## config.mk

```make
export PLATFORM = sky130hd
export DESIGN_NAME = jk_ff_bank
export DESIGN_NICKNAME = d
export VERILOG_FILES = /design/src/rtl/jk_ff_bank.sv
export SDC_FILE = /design/constraint.sdc
export NUM_CORES = 1
export LEC_CHECK = 0
export CAP_MARGIN = 20
export CORE_ASPECT_RATIO = 1.2
export CORE_MARGIN = 1
export CORE_UTILIZATION = 44
export DETAILED_ROUTE_END_ITERATION = 16
export PLACE_DENSITY = 0.75
export SLEW_MARGIN = 20
export SYNTH_ARGS = -nofsm -noshare
export SYNTH_HDL_FRONTEND = slang
export SYNTH_SLANG_ARGS = --single-unit
```

## constraint.sdc

```tcl
create_clock -name clk -period 3.6 [get_ports clk]
set_clock_uncertainty 0.05 [all_clocks]
set_input_delay 0.54 -clock clk [delete_from_list [all_inputs] [get_ports clk]]
set_output_delay 0.54 -clock clk [all_outputs]
set_load 0.1 [all_outputs]
```

## src/rtl/jk_ff_bank.sv

```systemverilog
// jk_ff_bank: WIDTH independent JK flip-flops sharing one clock, with enable,
// parallel load, synchronous up/down count modes, a saturating change-event
// counter and registered change/wrap pulses.
//
// Ports:
//   clk        rising-edge clock
//   rst        synchronous reset, active-high
//   en         advance enable (load is honoured even when low)
//   mode       00 per-bit JK, 01 count up, 10 count down, 11 hold
//   load       synchronous parallel load of d (beats en and mode)
//   d          parallel load data
//   j, k       per-bit JK inputs, used in mode 00 only
//   clr_cnt    synchronous clear of toggle_cnt (beats an increment)
//   q          register state
//   q_bar      combinational ~q
//   changed    one-cycle pulse, aligned with the q value that differs
//   wrap       one-cycle pulse, aligned with the q value after a wrap
//   toggle_cnt saturating count of cycles in which q changed
module jk_ff_bank #(
    parameter int unsigned     WIDTH     = 4,
    parameter int unsigned     CNT_W     = 8,
    parameter logic [WIDTH-1:0] RESET_VAL = '0
) (
    input  logic             clk,
    input  logic             rst,
    input  logic             en,
    input  logic [1:0]       mode,
    input  logic             load,
    input  logic [WIDTH-1:0] d,
    input  logic [WIDTH-1:0] j,
    input  logic [WIDTH-1:0] k,
    input  logic             clr_cnt,
    output logic [WIDTH-1:0] q,
    output logic [WIDTH-1:0] q_bar,
    output logic             changed,
    output logic             wrap,
    output logic [CNT_W-1:0] toggle_cnt
);

    localparam logic [1:0] ModeJk   = 2'b00;
    localparam logic [1:0] ModeUp   = 2'b01;
    localparam logic [1:0] ModeDown = 2'b10;
    localparam logic [1:0] ModeHold = 2'b11;

    logic [WIDTH-1:0] t_up;
    logic [WIDTH-1:0] t_dn;
    logic [WIDTH-1:0] q_next;
    logic             wrap_next;
    logic             change_next;

    assign q_bar = ~q;

    // Synchronous-counter toggle enables: a cell toggles (J=K=1) when all
    // lower cells are 1 (up) or all lower cells are 0 (down).
    always_comb begin
        t_up    = '0;
        t_dn    = '0;
        t_up[0] = 1'b1;
        t_dn[0] = 1'b1;
        for (int i = 1; i < int'(WIDTH); i++) begin
            t_up[i] = t_up[i-1] & q[i-1];
            t_dn[i] = t_dn[i-1] & ~q[i-1];
        end
    end

    always_comb begin
        q_next    = q;
        wrap_next = 1'b0;
        if (load) begin
            q_next = d;
        end else if (en) begin
            unique case (mode)
                ModeJk: begin
                    for (int i = 0; i < int'(WIDTH); i++) begin
                        unique case ({j[i], k[i]})
                            2'b00:   q_next[i] = q[i];
                            2'b01:   q_next[i] = 1'b0;
                            2'b10:   q_next[i] = 1'b1;
                            default: q_next[i] = ~q[i];
                        endcase
                    end
                end
                ModeUp: begin
                    q_next    = q ^ t_up;
                    wrap_next = &q;
                end
                ModeDown: begin
                    q_next    = q ^ t_dn;
                    wrap_next = ~|q;
                end
                ModeHold: q_next = q;
                default:  q_next = q;
            endcase
        end
    end

    assign change_next = (q_next != q);

    always_ff @(posedge clk) begin
        if (rst) begin
            q          <= RESET_VAL;
            changed    <= 1'b0;
            wrap       <= 1'b0;
            toggle_cnt <= '0;
        end else begin
            q       <= q_next;
            changed <= change_next;
            wrap    <= wrap_next;
            if (clr_cnt) begin
                toggle_cnt <= '0;
            end else if (change_next && (toggle_cnt != {CNT_W{1'b1}})) begin
                toggle_cnt <= toggle_cnt + CNT_W'(1);
            end
        end
    end

endmodule
```

==> key figures, run 1 <==
Status
  • Status: complete, no violations

CTS
  • Worst skew pair latency: 0.28 ns
  • Setup Buffers After CTS: 0
  • CTS tree: done
  • Worst-path clk slew: roughly 0.1 ns
  • CTS root buf: clkbuf_4
  • H-tree depth: 1
  • Post-CTS resize count: 0
  • Clock sink total: 14
  • Total CTS buffers: 3
  • CTS Hold Bufs: 0
  • Deepest clock path buffer count: 2

Drt
  • Avg Vias per Cell: just under 6
  • Drt first pass iters: 4
  • Via Count: ~1300
  • Final ANT Viol Nets: 0
  • DRT Wirelength: 3.01 mm
  • Drc violations: 0
  • WL per Instance: between 10 and 15 µm
  • Starting DRT DRC Count: between 50 and 60

Timing
  • Final setup vio count: 0
  • Worst-Margin Slew: 0.967 ns
  • Tcrit/Tclk final: 82.7%
  • Max-Slew Margin vs Limit: around a third
  • Hold Violations, Final: 0
  • TNS Setup: 0 ns
  • Slew Limit Fails: 0
  • Final WS setup: 0.624 ns
  • Crit path time final: 2.98 ns
  • RSZ-0062 raised after global routing: no
  • Fmax: 336 MHz

Floorplanning
  • Core area: 2630 µm²
  • Initial Util: 47.6%
  • Die Y: 60.4 µm
  • I/O pin cnt: 37
  • Num rows: 20
  • Die ar.: 3060 µm²
  • Die Wd: 50.7 µm

Worst setup path
  • Critical path arrival: 3.11 ns
  • Crit Path Class: in2reg
  • Max stage delay cell, worst path: clkdlybuf4s50_1
  • Max Fanout on Critical Path: 18
  • Critical path, cell by cell: clkdlybuf4s50_1, inv_1, ha_1, nand2b_1, a31oi_1, nor3_1, o2bb2ai_2, a2111oi_0, a2111oi_1
  • Largest stage delay on the critical path: 0.51 ns
  • Worst endpoint required time: 3.73 ns
  • CP Capture Type: flip-flop
  • Reg2Reg Depth: 6
  • Crit start category: input port

Pwr
  • Max IR drop VDD: between 0.2 and 0.25 mV
  • Final Power: 503 µW
  • Pwr per Cell Area: roughly 310 nW/µm²
  • Logic gate share of total power: 41.7%
  • Clk pwr share: 23.6%
  • Switching power: 207 µW
  • Sequential Power Share: a little over a third
  • Int Pwr: 296 µW
  • Switching Share: about two fifths
  • Leakage: 0.619 nW

Cells and area
  • Share of layout cells above drive strength 1: between 4 and 5%
  • Layout area overhead: 28.8%
  • Fin nets: 215
  • N_diodes: 0
  • Fin area: 1610 µm²
  • Fillers: around 250

GRT
  • Grt ovf: 0
  • Initial antenna violation count: 0
  • Pin count of the biggest net entering global routing: 20
  • All-Layer GR Usage: 20.6%
  • Vias in the first global route: 1132
  • First-pass GRT wire length: around 5 mm

Placement
  • Port Buffer Count: 36
  • Placed cell area: 1580 µm²
  • Routability cong.: ~0.98
  • HPWL after detailed placement: 2.31 mm
  • Pre-CTS setup slack: 0.349 ns

Logic synthesis
  • Post-synth cell types: 50
  • Ys async rst share: 0%
  • Post-synth top flop: dfxtp_1
  • Mapped Nets: 184
  • Yosys warns: 0
  • Post-synth EDFFs: 0
  • Avg Inst Size Synth: between 7 and 8 µm²
  • Syn Inst Count: 160
  • Sequential element share of the synthesized area: roughly 22%
  • Cell taking the most area after synthesis: dfxtp_1
  • Mapped Area: approximately 1300 µm²
  • Synth top area cells: dfxtp_1, nand2_1, mux2i_1
  • Synth top area share: 22.4%
  • #FFs+latches synth: 14

Flow run
  • Max-cap violations: 0

Min path
  • Hold path depth: 2
  • Hold Path Class: reg2reg
-- Yosys cell counts, drive strengths merged, types with 2 or more instances --
| cell | number |
|---|---|
| inv | 11 |
| a31oi | 3 |
| nand2 | 19 |
| dfxtp | 14 |
| nor3 | 6 |
| nor2 | 7 |
| clkbuf | 2 |
| o211a | 2 |
| or3 | 5 |
| and3 | 4 |
| a21oi | 13 |
| a211oi | 4 |
| nand4 | 3 |
| buf | 8 |
| nor2b | 3 |
| xnor2 | 2 |
| o21ai | 5 |
| ha | 5 |
| o211ai | 2 |
| nand4b | 2 |
| nand2b | 8 |
| a2111oi | 2 |
| mux2i | 7 |
-- routing by layer --
metal  share of wire, %  global-route usage (%)  wire, µm
met5                  0                       0         0
met4                1.0                    5.16        31
met3                5.8                    4.01       175
met2                 47                    36.0      1430
met1                 46                    26.2      1370
-- metrics by stage --
step / hold WS, ns / cells / util, %
6_report: 0.453 / 223 / 61.3
2_1_floorplan: 0.567 / 160 / -
4_1_cts: 0.449 / 223 / 61.3
3_3_place_gp: 0.422 / 219 / 60.0
5_1_grt: 0.477 / 223 / 61.3
3_5_place_dp: 0.436 / 219 / 60.0
-- power groups by stage --
stage | sequential (mW) | clock [mW] | combinational, mW
after floorplan | 0.217 | 0 | 0.123
after global placement | 0.178 | 0 | 0.208
after detailed placement | 0.178 | 0 | 0.209
after CTS | 0.175 | 0.120 | 0.210
after global routing | 0.177 | 0.129 | 0.223
final | 0.175 | 0.119 | 0.210
-- worst paths after layout --
| kind | end | slack, ns | start |
|---|---|---|---|
| setup reg to reg | toggle_cnt[7]$_SDFFE_PP0P_ | 1.28 | q[0]$_SDFF_PP0_ |
| setup / recovery | toggle_cnt[7]$_SDFFE_PP0P_ | 0.62 | mode[0] |
| hold reg to reg | toggle_cnt[4]$_SDFFE_PP0P_ | 0.45 | toggle_cnt[4]$_SDFFE_PP0P_ |
| hold / removal | toggle_cnt[4]$_SDFFE_PP0P_ | 0.45 | toggle_cnt[4]$_SDFFE_PP0P_ |
-- flip-flops by register name, summed over array words and instances, names as in the netlist --
| signal | count |
|---|---|
| changed | 1 |
| q | 4 |
| toggle_cnt | 8 |
| wrap | 1 |
-- critical path, delay by kind of cell --
kind	cells	cell delay (ns)
AOI/OAI and AO/OA	4	1.22
buffers and inverters	2	0.59
and+or+nand+nor	2	0.36
adders and majority gates	1	0.39
-- logic make-up (layout without fill, tap and decap cells) --
group | count (synthesis) | after routing | share of synthesized area [%]
AOI/OAI and AO/OA | 46 | 46 | 26.7
muxes | 7 | 7 | 5.60
buffers and inverters | 21 | 51 | 9.50
DFF | 14 | 14 | 22.4
and+or+nand+nor | 64 | 64 | 27.6
adders and majority gates | 5 | 5 | 5.00
xor gates and xnor gates | 3 | 3 | 3.20
-- area by class of cell --
type | count | area [µm²] | area share (%)
clock buffer | 4 | 36.3 | 2.25
tap | 33 | 41.3 | 2.56
inverter | 11 | 41.3 | 2.56
sequential | 14 | 280 | 17.4
timing repair buffer | 36 | 360 | 22.4
multi-input combinational | 125 | 852 | 52.9
-- cells in the final DEF, fill, tap and decap left out, drive strengths merged, types with 2 or more instances in the layout --
master and n:
clkdlybuf4s50 36, a31oi 3, xnor2 2, a2111oi 2, mux2i 7, nor2b 3, dfxtp 14, nand2 19
o211a 2, nor2 7, inv 11, ha 5, o21ai 5, clkbuf 4, o211ai 2, a211oi 4
nand4b 2, a21oi 13, and3 4, nand2b 8, or3 5, nand4 3, nor3 6
No activity file was read; power rests on OpenSTA's default activity.
==> run 2, diff against run 1 <==
- CORE_UTILIZATION: 44 -> 42
- clock period: 3.6 -> 2.7 ns (I/O delays scaled with it)
==> key figures, run 2 (synthesis results as in run 1) <==
Cells and area
  • Biggest regs: toggle_cnt x8, q x4
  • Fin nets: 245
  • Non-Filler Instances: 254
  • Largest register FFs: 8
  • Fin util: roughly 64%
  • Most common cell after layout, fill and taps aside: buf_4
  • Multi-input combinational cell area: around 860 µm²
  • Most frequent cells in the layout: buf_4, nand2_1, clkdlybuf4s50_1
  • Largest Register: toggle_cnt
  • N_diodes: 0
  • Share of layout cells above drive strength 1: between 20% and 30%
  • Layout area overhead: 44.5%
  • Sequential cell area: 284 µm²
  • Fillers: approximately 250

CTS
  • Worst skew pair latency: 0.28 ns
  • CTS root buf: clkbuf_4
  • Deepest clock path buffer count: 2
  • Total CTS buffers: 3
  • Clock sink total: 14
  • CTS tree: done
  • H-tree depth: 1
  • CTS Hold Bufs: 0
  • Worst-path clk slew: 0.09 ns

Drt
  • Starting DRT DRC Count: 35
  • WL per Instance: 13.9 µm
  • Drc violations: 0
  • Avg Vias per Cell: 5.62
  • Via Count: approximately 1400
  • Final ANT Viol Nets: 0
  • DRT Wirelength: 3.53 mm
  • Drt first pass iters: 4

Floorplanning
  • Initial Util: 44.5%
  • Core area: 2810 µm²
  • Die ar.: ~3200 µm²
  • Die Y: 61.8 µm
  • Num rows: 21
  • I/O pin cnt: 37
  • Die Wd: just over 50 µm

Pwr
  • Max IR drop VDD: 0.350 mV
  • Leakage: 0.794 nW
  • Pwr per Cell Area: 401 nW/µm²

Placement
  • HPWL after detailed placement: 2.72 mm
  • Port Buffer Count: 36
  • Routability cong.: 0.886
  • DP Cell Count: 247

GRT
  • Gr busiest metal: met2
  • Pin count of the biggest net entering global routing: 14
  • Initial antenna violation count: 0
  • Met2 usage: 41.2%
  • First-pass GRT wire length: 5.66 mm
  • Met1 Usage GRT: 29.4%
  • Grt ovf: 0
  • GR Util met3: 5.35%
  • All-Layer GR Usage: a little under a quarter
  • Vias in the first global route: approximately 1300

Timing
  • Final setup vio count: 0
  • Hold Slack: 0.447 ns
  • Fmax: 376 MHz
  • Hold Violations, Final: 0
  • Slew Limit Fails: 0
  • Tcrit/Tclk final: 98.4%
  • RSZ-0062 raised after global routing: yes
  • Max-Slew Margin vs Limit: approximately two thirds
  • Worst-Margin Slew: 0.518 ns
  • Crit path time final: 2.66 ns

Worst setup path
  • Worst endpoint required time: 2.80 ns
  • Max Fanout on Critical Path: 8
  • Critical path arrival: 2.75 ns
  • Crit start category: input port
  • CP Capture Type: flip-flop
  • Crit Path Class: in2reg

Min path
  • Hold Path Class: reg2reg

Flow run
  • Max-cap violations: 0

Status
  • Status: complete, no violations
-- run 2: final cells by class --
type / instances / area share (%)
multi-input combinational: 125 / 47.8
sequential: 14 / 15.7
inverter: 11 / 2.28
clock buffer: 4 / 2.01
timing repair buffer: 66 / 29.9
tap: 34 / 2.35
-- run 2: worst paths after layout --
check | slack, ns | startpoint | cells after the start | end
setup / recovery | 0.04 | mode[1] | 9 | toggle_cnt[7]$_SDFFE_PP0P_
setup reg to reg | 0.52 | q[1]$_SDFF_PP0_ | 6 | toggle_cnt[7]$_SDFFE_PP0P_
hold / removal | 0.45 | toggle_cnt[4]$_SDFFE_PP0P_ | 2 | toggle_cnt[4]$_SDFFE_PP0P_
hold reg to reg | 0.45 | toggle_cnt[4]$_SDFFE_PP0P_ | 2 | toggle_cnt[4]$_SDFFE_PP0P_
-- run 2: metrics by stage --
stage	TNS (ns)	setup WS (ns)	power [mW]	area [µm²]
final	0	0.0439	0.725	1810
after global placement	-0.666	-0.150	0.557	1740
after floorplan	0	0.0679	0.454	1250
after global routing	-0.164	-0.0511	0.765	1810
after detailed placement	-1.20	-0.261	0.563	1740
after CTS	0	0.00853	0.716	1770
-- run 2: where the power goes --
part | switching [mW] | internal, mW
Clock | 0.0702 | 0.0821
Sequential | 0.0185 | 0.216
Combinational | 0.199 | 0.139
-- run 2: critical path: stages --
cell,delay (ns)
clkdlybuf4s50_1,0.49
buf_4,0.12
ha_1,0.16
or3b_1,0.37
o211ai_1,0.21
o41ai_2,0.11
o211a_1,0.30
a2111oi_1,0.47
a2111oi_1,0.11
-- run 2: metal layers --
| metal | share of wire (%) | routed length, µm |
|---|---|---|
| met1 | 47 | 1640 |
| met2 | 49 | 1710 |
| met3 | 4.4 | 156 |
| met4 | 0.40 | 14 |
| met5 | 0 | 0 |
-- run 2: repair_timing --
item | CTS | global route
setup endpoints to repair | 0 | 7
gates resized for setup | 0 | 4
buffers inserted | 0 | 3
==> run 3, diff against run 2 <==
- SLEW_MARGIN: 20 -> default
==> results of run 3 <==
The final DEF is identical to that of run 2; final timing and power are the same.
